File: src/rtl/dr32e_bp_accuracy_monitor.sv
// dr32e branch-prediction accuracy monitor.
// Watches fetch for control-transfer instructions and keeps the prediction made
// for each one in an in-order FIFO. When execute resolves the instruction at the
// head, the prediction is scored. The block only observes the pipeline and
// drives nothing back into it.
module dr32e_bp_accuracy_monitor #(
  parameter int DEPTH = 4,
  parameter int CNT_W = 32,
  parameter int OCC_W = $clog2(DEPTH + 1)
) (
  input  logic             clk_i,
  input  logic             rst_ni,
  input  logic [31:0]      fetch_rdata_i,
  input  logic [31:0]      fetch_pc_i,
  input  logic             fetch_valid_i,
  input  logic             predict_branch_taken_i,
  input  logic [31:0]      predict_branch_pc_i,
  input  logic             resolve_valid_i,
  input  logic [31:0]      resolve_pc_i,
  input  logic             resolve_taken_i,
  input  logic [31:0]      resolve_target_i,
  input  logic             flush_i,
  input  logic             clear_i,
  output logic [CNT_W-1:0] branch_cnt_o,
  output logic [CNT_W-1:0] mispredict_cnt_o,
  output logic [CNT_W-1:0] dir_miss_cnt_o,
  output logic [CNT_W-1:0] tgt_miss_cnt_o,
  output logic [CNT_W-1:0] orphan_cnt_o,
  output logic [OCC_W-1:0] occupancy_o,
  output logic             overflow_o,
  output logic             mispredict_o,
  output logic [31:0]      mispredict_pc_o
);

  localparam int PTR_W = $clog2(DEPTH);

  localparam logic [4:0] OP_BRANCH = 5'b11000;
  localparam logic [4:0] OP_JAL    = 5'b11011;
  localparam logic [4:0] OP_JALR   = 5'b11001;

  logic [31:0]      ent_pc    [DEPTH];
  logic [31:0]      ent_tgt   [DEPTH];
  logic [DEPTH-1:0] ent_taken;

  logic [PTR_W-1:0] rd_ptr;
  logic [PTR_W-1:0] wr_ptr;
  logic [OCC_W-1:0] occ;

  logic        is_ctrl;
  logic        push_req;
  logic        push_ok;
  logic        full;
  logic        empty;
  logic        match;
  logic        dir_miss;
  logic        tgt_miss;
  logic        mispredict;
  logic        orphan;
  logic        overflow_set;
  logic [31:0] head_pc;
  logic [31:0] head_tgt;
  logic        head_taken;

  // Saturating increment: a counter pinned at all-ones stays there.
  function automatic logic [CNT_W-1:0] sat_inc(input logic [CNT_W-1:0] v, input logic en);
    logic [CNT_W-1:0] r;
    r = v;
    if (en && (v != {CNT_W{1'b1}})) r = v + {{(CNT_W-1){1'b0}}, 1'b1};
    return r;
  endfunction

  // Decode fetch, look at the FIFO head and classify this cycle's resolution.
  always_comb begin
    is_ctrl      = (fetch_rdata_i[1:0] == 2'b11) &&
                   ((fetch_rdata_i[6:2] == OP_BRANCH) ||
                    (fetch_rdata_i[6:2] == OP_JAL) ||
                    (fetch_rdata_i[6:2] == OP_JALR));
    empty        = (occ == '0);
    full         = (occ == OCC_W'(DEPTH));
    head_pc      = ent_pc[rd_ptr];
    head_tgt     = ent_tgt[rd_ptr];
    head_taken   = ent_taken[rd_ptr];
    push_req     = fetch_valid_i && is_ctrl && !flush_i;
    match        = resolve_valid_i && !empty && (head_pc == resolve_pc_i);
    orphan       = resolve_valid_i && !match;
    // A pop in the same cycle frees a slot, so a push at full still fits.
    push_ok      = push_req && (!full || match);
    overflow_set = push_req && full && !match;
    dir_miss     = match && (head_taken != resolve_taken_i);
    tgt_miss     = match && head_taken && resolve_taken_i && (head_tgt != resolve_target_i);
    mispredict   = dir_miss || tgt_miss;
  end

  // Entry storage; only valid slots are ever read, so no reset is needed.
  always_ff @(posedge clk_i) begin
    if (push_ok) begin
      ent_pc[wr_ptr]    <= fetch_pc_i;
      ent_tgt[wr_ptr]   <= predict_branch_pc_i;
      ent_taken[wr_ptr] <= predict_branch_taken_i;
    end
  end

  // Pointers and occupancy; flush empties the FIFO after the current resolve is scored.
  always_ff @(posedge clk_i or negedge rst_ni) begin
    if (!rst_ni) begin
      rd_ptr <= '0;
      wr_ptr <= '0;
      occ    <= '0;
    end else if (flush_i) begin
      rd_ptr <= '0;
      wr_ptr <= '0;
      occ    <= '0;
    end else begin
      if (push_ok) wr_ptr <= wr_ptr + PTR_W'(1);
      if (match)   rd_ptr <= rd_ptr + PTR_W'(1);
      if (push_ok && !match)      occ <= occ + OCC_W'(1);
      else if (!push_ok && match) occ <= occ - OCC_W'(1);
    end
  end

  // Statistics counters and sticky overflow; clear takes priority over any increment.
  always_ff @(posedge clk_i or negedge rst_ni) begin
    if (!rst_ni) begin
      branch_cnt_o     <= '0;
      mispredict_cnt_o <= '0;
      dir_miss_cnt_o   <= '0;
      tgt_miss_cnt_o   <= '0;
      orphan_cnt_o     <= '0;
      overflow_o       <= 1'b0;
    end else if (clear_i) begin
      branch_cnt_o     <= '0;
      mispredict_cnt_o <= '0;
      dir_miss_cnt_o   <= '0;
      tgt_miss_cnt_o   <= '0;
      orphan_cnt_o     <= '0;
      overflow_o       <= 1'b0;
    end else begin
      branch_cnt_o     <= sat_inc(branch_cnt_o, match);
      mispredict_cnt_o <= sat_inc(mispredict_cnt_o, mispredict);
      dir_miss_cnt_o   <= sat_inc(dir_miss_cnt_o, dir_miss);
      tgt_miss_cnt_o   <= sat_inc(tgt_miss_cnt_o, tgt_miss);
      orphan_cnt_o     <= sat_inc(orphan_cnt_o, orphan);
      if (overflow_set) overflow_o <= 1'b1;
    end
  end

  // Mispredict event stream: one-cycle pulse plus the PC of the latest miss.
  always_ff @(posedge clk_i or negedge rst_ni) begin
    if (!rst_ni) begin
      mispredict_o    <= 1'b0;
      mispredict_pc_o <= '0;
    end else begin
      mispredict_o <= mispredict;
      if (mispredict) mispredict_pc_o <= head_pc;
    end
  end

  assign occupancy_o = occ;

endmodule

File: config.mk
export PLATFORM = sky130hd
export DESIGN_NAME = dr32e_bp_accuracy_monitor
export DESIGN_NICKNAME = d
export VERILOG_FILES = /design/src/rtl/dr32e_bp_accuracy_monitor.sv
export SDC_FILE = /design/constraint.sdc
export NUM_CORES = 1
export LEC_CHECK = 0
export ABC_CLOCK_PERIOD_IN_PS = 5800
export BUFFER_PORTS_ARGS = -buffer_cell sky130_fd_sc_hd__clkbuf_2
export CAP_MARGIN = 20
export CORE_MARGIN = 2
export CORE_UTILIZATION = 30
export DETAILED_ROUTE_END_ITERATION = 10
export GPL_TIMING_DRIVEN = 0
export PLACE_DENSITY_LB_ADDON = 0.2
export SLEW_MARGIN = 0
export SYNTH_ARGS = -nofsm -noshare
export SYNTH_HDL_FRONTEND = slang
export SYNTH_SLANG_ARGS = --single-unit
File: constraint.sdc
create_clock -name clk_i -period 5.8 [get_ports clk_i]
set_input_delay 1.74 -clock clk_i [delete_from_list [all_inputs] [get_ports clk_i]]
set_output_delay 1.74 -clock clk_i [all_outputs]
set_load 0.01 [all_outputs]
==> impl_metrics.csv, run 1 <==
group,metric,value,unit
run_status,outcome,"finished, final reports clean",
synthesis,ys_top_cells_by_area,"edfxtp_1, dfrtp_1, mux4_2, mux2_2, xnor2_1",
die,dieArea,73300,um^2
synthesis,ys_ff_latch,461,
global_routing,grt_pass1_wl,103,mm
timing,worst_slack,0.159,ns
synthesis,synth-simple-area-share,0.154,
drt,postRouteAntennaNets,0,
clock_tree,cts-buffers-inserted,55,
worst_setup_path,crit_path_end_kind,"flop",
drt,drt-wirelength-per-cell,22.5,um
power_and_ir_drop,total_power,7.39,mW
timing,finalHoldViolCount,0,
worst_setup_path,r2r_setup_slack,0.17,ns
global_routing,antenna_found_initial,16,
worst_setup_path,arrival,5.96,ns
synthesis,ys_seq_area_frac,0.601,
timing,finalSetupTns,0,ns
clock_tree,clk_pin_slew,0.06,ns
synthesis,synthXorXnorAreaFrac,0.0414,
timing,finalCriticalPeriod,5.64,ns
synthesis,synth_fa_ha_area_frac,0.00621,
synthesis,synth_cell_types,66,
global_routing,busiest_layer,"met2",
power_and_ir_drop,p_comb_frac,0.031,
die,die_h,271,um
flow_run,drv_cap,0,
placed_design,dp.cells,2957,
timing,relSlewSlack,0.303,
timing,finalClockSkew,0.0475,ns
worst_setup_path,critical_path_required,6.12,ns
power_and_ir_drop,max-vdd-ir-drop,0.275,mV
synthesis,synthMuxAreaShare,0.109,
clock_tree,hold_buffers,0,
synthesis,async_flop_share,0.436,
worst_setup_path,cp_max_fo,33,
global_routing,gr-usage-all-layers,0.185,
synthesis,synth_area,21400,um^2
final_layout,nets,2253,
final_layout,multi_input_area,8020,um^2
synthesis,synth_ff_type,"edfxtp_1",
clock_tree,cts_tree,"yes",
timing,setup_violations,0,
power_and_ir_drop,swShare,0.216,
final_layout,regArea,12800,um^2
drt,vias,15700,
power_and_ir_drop,cellPowerDensity,280,nW/um^2
final_layout,stdcell_count,3063,
die,ios,365,
timing,hold_slack,0.483,ns
placed_design,dp_slack,-0.643,ns
final_layout,area_delta_synth_final,23.6,%
synthesis,yosysMostFrequentCell,"edfxtp_1",
global_routing,grt-ovfl-total,0,
synthesis,synth_top_area_cell,"edfxtp_1",
power_and_ir_drop,leakage,10.0,nW
clock_tree,htree_levels,2,
die,die_w,271,um
die,core,70300,um^2
final_layout,postLayoutCellArea,26400,um^2
power_and_ir_drop,p_switching,1.59,mW
global_routing,met2_usage,0.316,
synthesis,yosys-top-cells-count,"edfxtp_1, dfrtp_1, nor2_1",
clock_tree,clockBufferDepth,3,
drt,routed_wl,69.0,mm
global_routing,grt_use_met3,0.0560,
drt,drtIter0Drc,1117,
placed_design,io_buffers,338,
global_routing,use_met1,0.226,
hold_path,hp-class,"flop to flop",
synthesis,synthCells,1673,
synthesis,avgSynthCellArea,12.8,um^2
synthesis,synth_edf_count,260,
drt,drt_first_pass_iters,6,
drt,viasPerCell,5.13,
placed_design,hpwl,49.2,mm
clock_tree,root_buffer,"clkbuf_16",
synthesis,yosysWarnings,0,
synthesis,synth_top_family_by_area,"simple AND/OR/NAND/NOR gates",
drt,drc_errors,0,
worst_setup_path,critPathLaunchType,"input port",
timing,period_share,0.973,
timing,rsz0062_at_grt,"false",
timing,fmaxAchievable,0.177,GHz
placed_design,place_congestion,0.909,
synthesis,syn-num-nets,1851,
synthesis,synth_compound_area_frac,0.0626,
global_routing,grt_pass1_vias,16000,
clock_tree,clk_latency,0.64,ns
power_and_ir_drop,seqPwrFrac,0.470,
final_layout,fin_util,0.376,
final_layout,drive_gt1_frac,0.288,
die,rows,97,
placed_design,dpl_cell_area,24400,um^2
timing,tightest_slew,1.05,ns
clock_tree,clock-sinks,461,
power_and_ir_drop,p_clk_frac,0.500,
worst_setup_path,critical_path_class,"input port to flop",
timing,drv_slew,0,
synthesis,synth.top_cell.area_share,0.366,
global_routing,grt_max_degree,80,
power_and_ir_drop,internal_power,5.80,mW
die,start_util,0.304,
final_layout,nFillCells,6860,
## sequential cells by signal (all words and copies together) (netlist names)
name / cells
wr_ptr: 2
ent_taken: 4
mispredict_o: 1
mispredict_cnt_o: 32
branch_cnt_o: 32
overflow_o: 1
mispredict_pc_o: 32
ent_tgt: 128
dir_miss_cnt_o: 32
rd_ptr: 2
occupancy_o: 3
orphan_cnt_o: 32
ent_pc: 128
tgt_miss_cnt_o: 32
## final cells by class
| class | count | share of cell area |
|---|---|---|
| inverter | 35 | 0.00498 |
| tap | 940 | 0.0446 |
| sequential | 461 | 0.486 |
| buffer | 96 | 0.0157 |
| multi-input combinational | 1082 | 0.304 |
| clock inverter | 30 | 0.0175 |
| clock buffer | 73 | 0.0562 |
| antenna | 2 | 0.000190 |
| timing repair buffer | 344 | 0.0707 |
## repair_timing
item                       4_1_cts  5_1_grt
setup buffers                    0        0
setup endpoints to repair      138       65
resized for setup                5        1
pin swaps                        1        1
gates cloned                     1        0
## worst paths after layout
check,from,end,cells after the start
setup reg to reg,rd_ptr[1],ent_tgt[3][20],12
min in group asynchronous,rst_ni,dir_miss_cnt_o[19],1
setup / recovery,resolve_pc_i[4],ent_tgt[3][20],10
hold reg to reg,mispredict_pc_o[20],mispredict_pc_o[20],2
max in group asynchronous,rst_ni,occupancy_o[0],3
hold / removal,mispredict_pc_o[20],mispredict_pc_o[20],2
## kinds of logic after synthesis
logic type / count (synthesis)
buf+inv: 131
simple gates: 622
xor+xnor: 101
compound gates: 195
flops: 461
mux: 153
fa+ha+maj: 10
## routing by layer
layer | up-vias | wire length (um)
met4 | 26 | 1730
li1 | 7145 | -
met3 | 133 | 5300
met1 | 7918 | 28000
met2 | 492 | 33900
met5 | - | 167
## power groups by stage
| stage | registers (mW) | clock network [mW] | logic [mW] |
|---|---|---|---|
| 4_1_cts | 3.47 | 3.79 | 0.233 |
| 2_1_floorplan | 3.54 | 0 | 0.0718 |
| 5_1_grt | 3.47 | 3.92 | 0.252 |
| 3_5_place_dp | 3.54 | 0 | 0.231 |
| 6_report | 3.47 | 3.69 | 0.226 |
| 3_3_place_gp | 3.54 | 0 | 0.220 |
## worst max-delay path, cell delays in order
cell and delay, ns:
clkbuf_2 0.09, xnor2_1 0.45, nand4_1 0.19, a2111oi_2 0.67, nand4_1 0.50, buf_2 0.42, clkbuf_1 0.44, a21oi_4 0.47
and2_4 0.60, buf_16 0.30
## cell usage in the layout, fill, tap and decap left out, drive strengths merged, types with 40 or more instances in the layout
cell type / n
dfrtp: 201
edfxtp: 260
mux4: 57
nand2: 88
xnor2: 81
nor3: 40
nand4: 43
a21oi: 51
nand3: 75
nor2: 139
nor2b: 41
mux2: 68
clkbuf: 475
Note: power is estimated with default switching activity, not from simulation.
==> run 2: changes to the inputs <==
--- a/config.mk
+++ b/config.mk
@@ -7,9 +7,9 @@
 export LEC_CHECK = 0
 export ABC_CLOCK_PERIOD_IN_PS = 5800
-export BUFFER_PORTS_ARGS = -buffer_cell sky130_fd_sc_hd__clkbuf_2
 export CAP_MARGIN = 20
 export CORE_MARGIN = 2
 export CORE_UTILIZATION = 30
 export DETAILED_ROUTE_END_ITERATION = 10
+export DONT_BUFFER_PORTS = 1
 export GPL_TIMING_DRIVEN = 0
 export PLACE_DENSITY_LB_ADDON = 0.2
@@ -18,2 +18,3 @@
 export SYNTH_HDL_FRONTEND = slang
 export SYNTH_SLANG_ARGS = --single-unit
+export TNS_END_PERCENT = 20
==> constraint.sdc (replaced) <==
create_clock -name clk_i -period 5.8 [get_ports clk_i]
set_input_delay 1.16 -clock clk_i [delete_from_list [all_inputs] [get_ports clk_i]]
set_output_delay 1.16 -clock clk_i [all_outputs]
set_load 0.01 [all_outputs]
==> run 2 against run 1 <==
Effect of this change:
- maximum frequency is 3.7% higher
- clock skew is 0.018 ns higher
- combinational power is 49% lower
- non-clock buffer count is 340 lower
- register-to-register slack better by 0.19 ns
- final area is 6.5% lower
- die area stayed put
- sequential share of layout area is 3.4 points higher
- worst setup slack better by 0.20 ns
- first-iteration DRC count is 2.2% lower
- flip-flop and latch count stayed put
- largest cell class unchanged
- critical path depth is 2 higher
==> impl_metrics.csv, run 2 (synthesized netlist as in run 1, its figures left out) <==
group,metric,value,unit
power_and_ir_drop,cellPowerDensity,298,nW/um^2
run_status,outcome,"finished, final reports clean",
drt,drtIter0Drc,1092,
worst_setup_path,arrival,5.77,ns
placed_design,io_buffers,0,
drt,routed_wl,67.4,mm
timing,hold_slack,0.211,ns
final_layout,final_cell_mix,"edfxtp_1, dfrtp_1, nor2_1, nand2_1, xnor2_1",
global_routing,gr-usage-all-layers,0.180,
global_routing,met2_usage,0.305,
power_and_ir_drop,max-vdd-ir-drop,0.279,mV
global_routing,grt_max_degree,202,
clock_tree,root_buffer,"clkbuf_16",
clock_tree,htree_levels,2,
worst_setup_path,critPathLaunchType,"flop",
global_routing,busiest_layer,"met2",
clock_tree,clockBufferDepth,3,
worst_setup_path,path_cells,"buf_4, buf_2, mux4_2, xnor2_1, nand4_1, nor4_1, nand4_1, buf_2, clkbuf_1, a21oi_4, and2_4, buf_16",
worst_setup_path,worstReg2RegStart,"rd_ptr[0]",
hold_path,hp-class,"input port to async pin",
clock_tree,hold_buffers,0,
timing,fmaxAchievable,0.184,GHz
die,core,70300,um^2
final_layout,stdcell_count,2721,
placed_design,dpl_cell_area,22600,um^2
timing,finalCriticalPeriod,5.44,ns
clock_tree,cts-buffers-inserted,55,
worst_setup_path,crit_path_end_kind,"flop",
final_layout,largestRegisters,"ent_pc (128), ent_tgt (128)",
placed_design,place_congestion,0.844,
worst_setup_path,cp_slowest_stage_delay,0.59,ns
timing,relSlewSlack,0.335,
final_layout,nets,1913,
global_routing,grt_pass1_vias,14600,
global_routing,antenna_found_initial,0,
timing,finalClockSkew,0.0658,ns
placed_design,hpwl,47.8,mm
global_routing,grt-ovfl-total,0,
final_layout,nFillCells,6823,
timing,finalHoldViolCount,0,
timing,drv_slew,0,
final_layout,mostFrequentLayoutCell,"edfxtp_1",
final_layout,drive_gt1_frac,0.154,
global_routing,use_met1,0.204,
global_routing,grt_use_met3,0.0798,
timing,setup_violations,0,
die,dieArea,73300,um^2
timing,worst_slack,0.361,ns
timing,tightest_slew,0.998,ns
global_routing,grt_pass1_wl,98.4,mm
drt,vias,14300,
drt,viasPerCell,5.27,
placed_design,dp_slack,-0.0645,ns
drt,postRouteAntennaNets,0,
worst_setup_path,critical_path_class,"flop to flop",
worst_setup_path,cp_max_fo,36,
die,die_w,271,um
worst_setup_path,cpMaxStageDelayCell,"and2_4",
power_and_ir_drop,total_power,7.35,mW
die,ios,365,
clock_tree,clk_pin_slew,0.06,ns
timing,rsz0062_at_grt,"false",
power_and_ir_drop,leakage,8.52,nW
clock_tree,clk_latency,0.65,ns
placed_design,dp.cells,2617,
drt,drt_first_pass_iters,5,
die,die_h,271,um
drt,drc_errors,0,
worst_setup_path,critical_path_required,6.13,ns
drt,drt-wirelength-per-cell,24.8,um
final_layout,postLayoutCellArea,24700,um^2
clock_tree,clock-sinks,461,
die,start_util,0.304,
die,rows,97,
worst_setup_path,crit_path_start,"rd_ptr[0]",
final_layout,area_delta_synth_final,15.5,%
timing,period_share,0.938,
clock_tree,cts_tree,"yes",
flow_run,drv_cap,0,
run 2: power by group:
part	switching [mW]	internal (mW)	total (mW)
clock	1.48	2.28	3.76
sequential	0.00325	3.47	3.48
combinational	0.0787	0.0375	0.116
total	1.56	5.79	7.35
run 2: final cells by class:
cell class / instances / area, um^2 / share of cell area
repair buffers: 4 / 110 / 0.00446
multi-input cells: 1082 / 8000 / 0.324
inverters: 35 / 131 / 0.00533
clock inverters: 24 / 400 / 0.0162
flip-flops and latches: 461 / 12800 / 0.520
diodes: 1 / 2.50 / 0.000101
clock buffers: 78 / 1590 / 0.0646
plain buffers: 96 / 412 / 0.0167
well taps: 940 / 1180 / 0.0477
run 2: worst paths after layout:
path	to	slack, ns	depth (start not counted)
setup / recovery	ent_tgt[2][9]	0.36	12
hold reg to reg	mispredict_pc_o[29]	0.56	2
hold / removal	mispredict_pc_o[4]	0.21	0
setup reg to reg	ent_tgt[2][9]	0.36	12
max in group asynchronous	occupancy_o[0]	5.28	0
min in group clk_i	mispredict_pc_o[29]	0.56	2
run 2: timing repair:
action | 4_1_cts | 5_1_grt
setup endpoints to repair | 147 | 109
setup buffers | 0 | 0
resized for setup | 2 | 1
cloned | 1 | 0
pin swaps | 1 | 0
run 2: metrics by stage:
step	utilization	TNS, ns
floorplan	-	0
global placement	0.321	-580.85
CTS	0.351	0
finish	0.351	0
detailed placement	0.322	-6.78
global route	0.351	0
run 2: per-layer routing:
metal	vias up	share of wire
met4	0	0.026
li1	6463	-
met3	99	0.10
met1	7287	0.38
met2	489	0.49
met5	-	0
run 2: worst max-delay path: cells and delay by family (launching register included):
| family | cells | cell delay (ns) |
|---|---|---|
| AOI/OAI and AO/OA | 1 | 0.42 |
| and+or+nand+nor | 4 | 1.56 |
| buffers and inverters | 5 | 1.85 |
| xor gates and xnor gates | 1 | 0.32 |
| muxes | 1 | 0.58 |
| DFF | 1 | 0.32 |
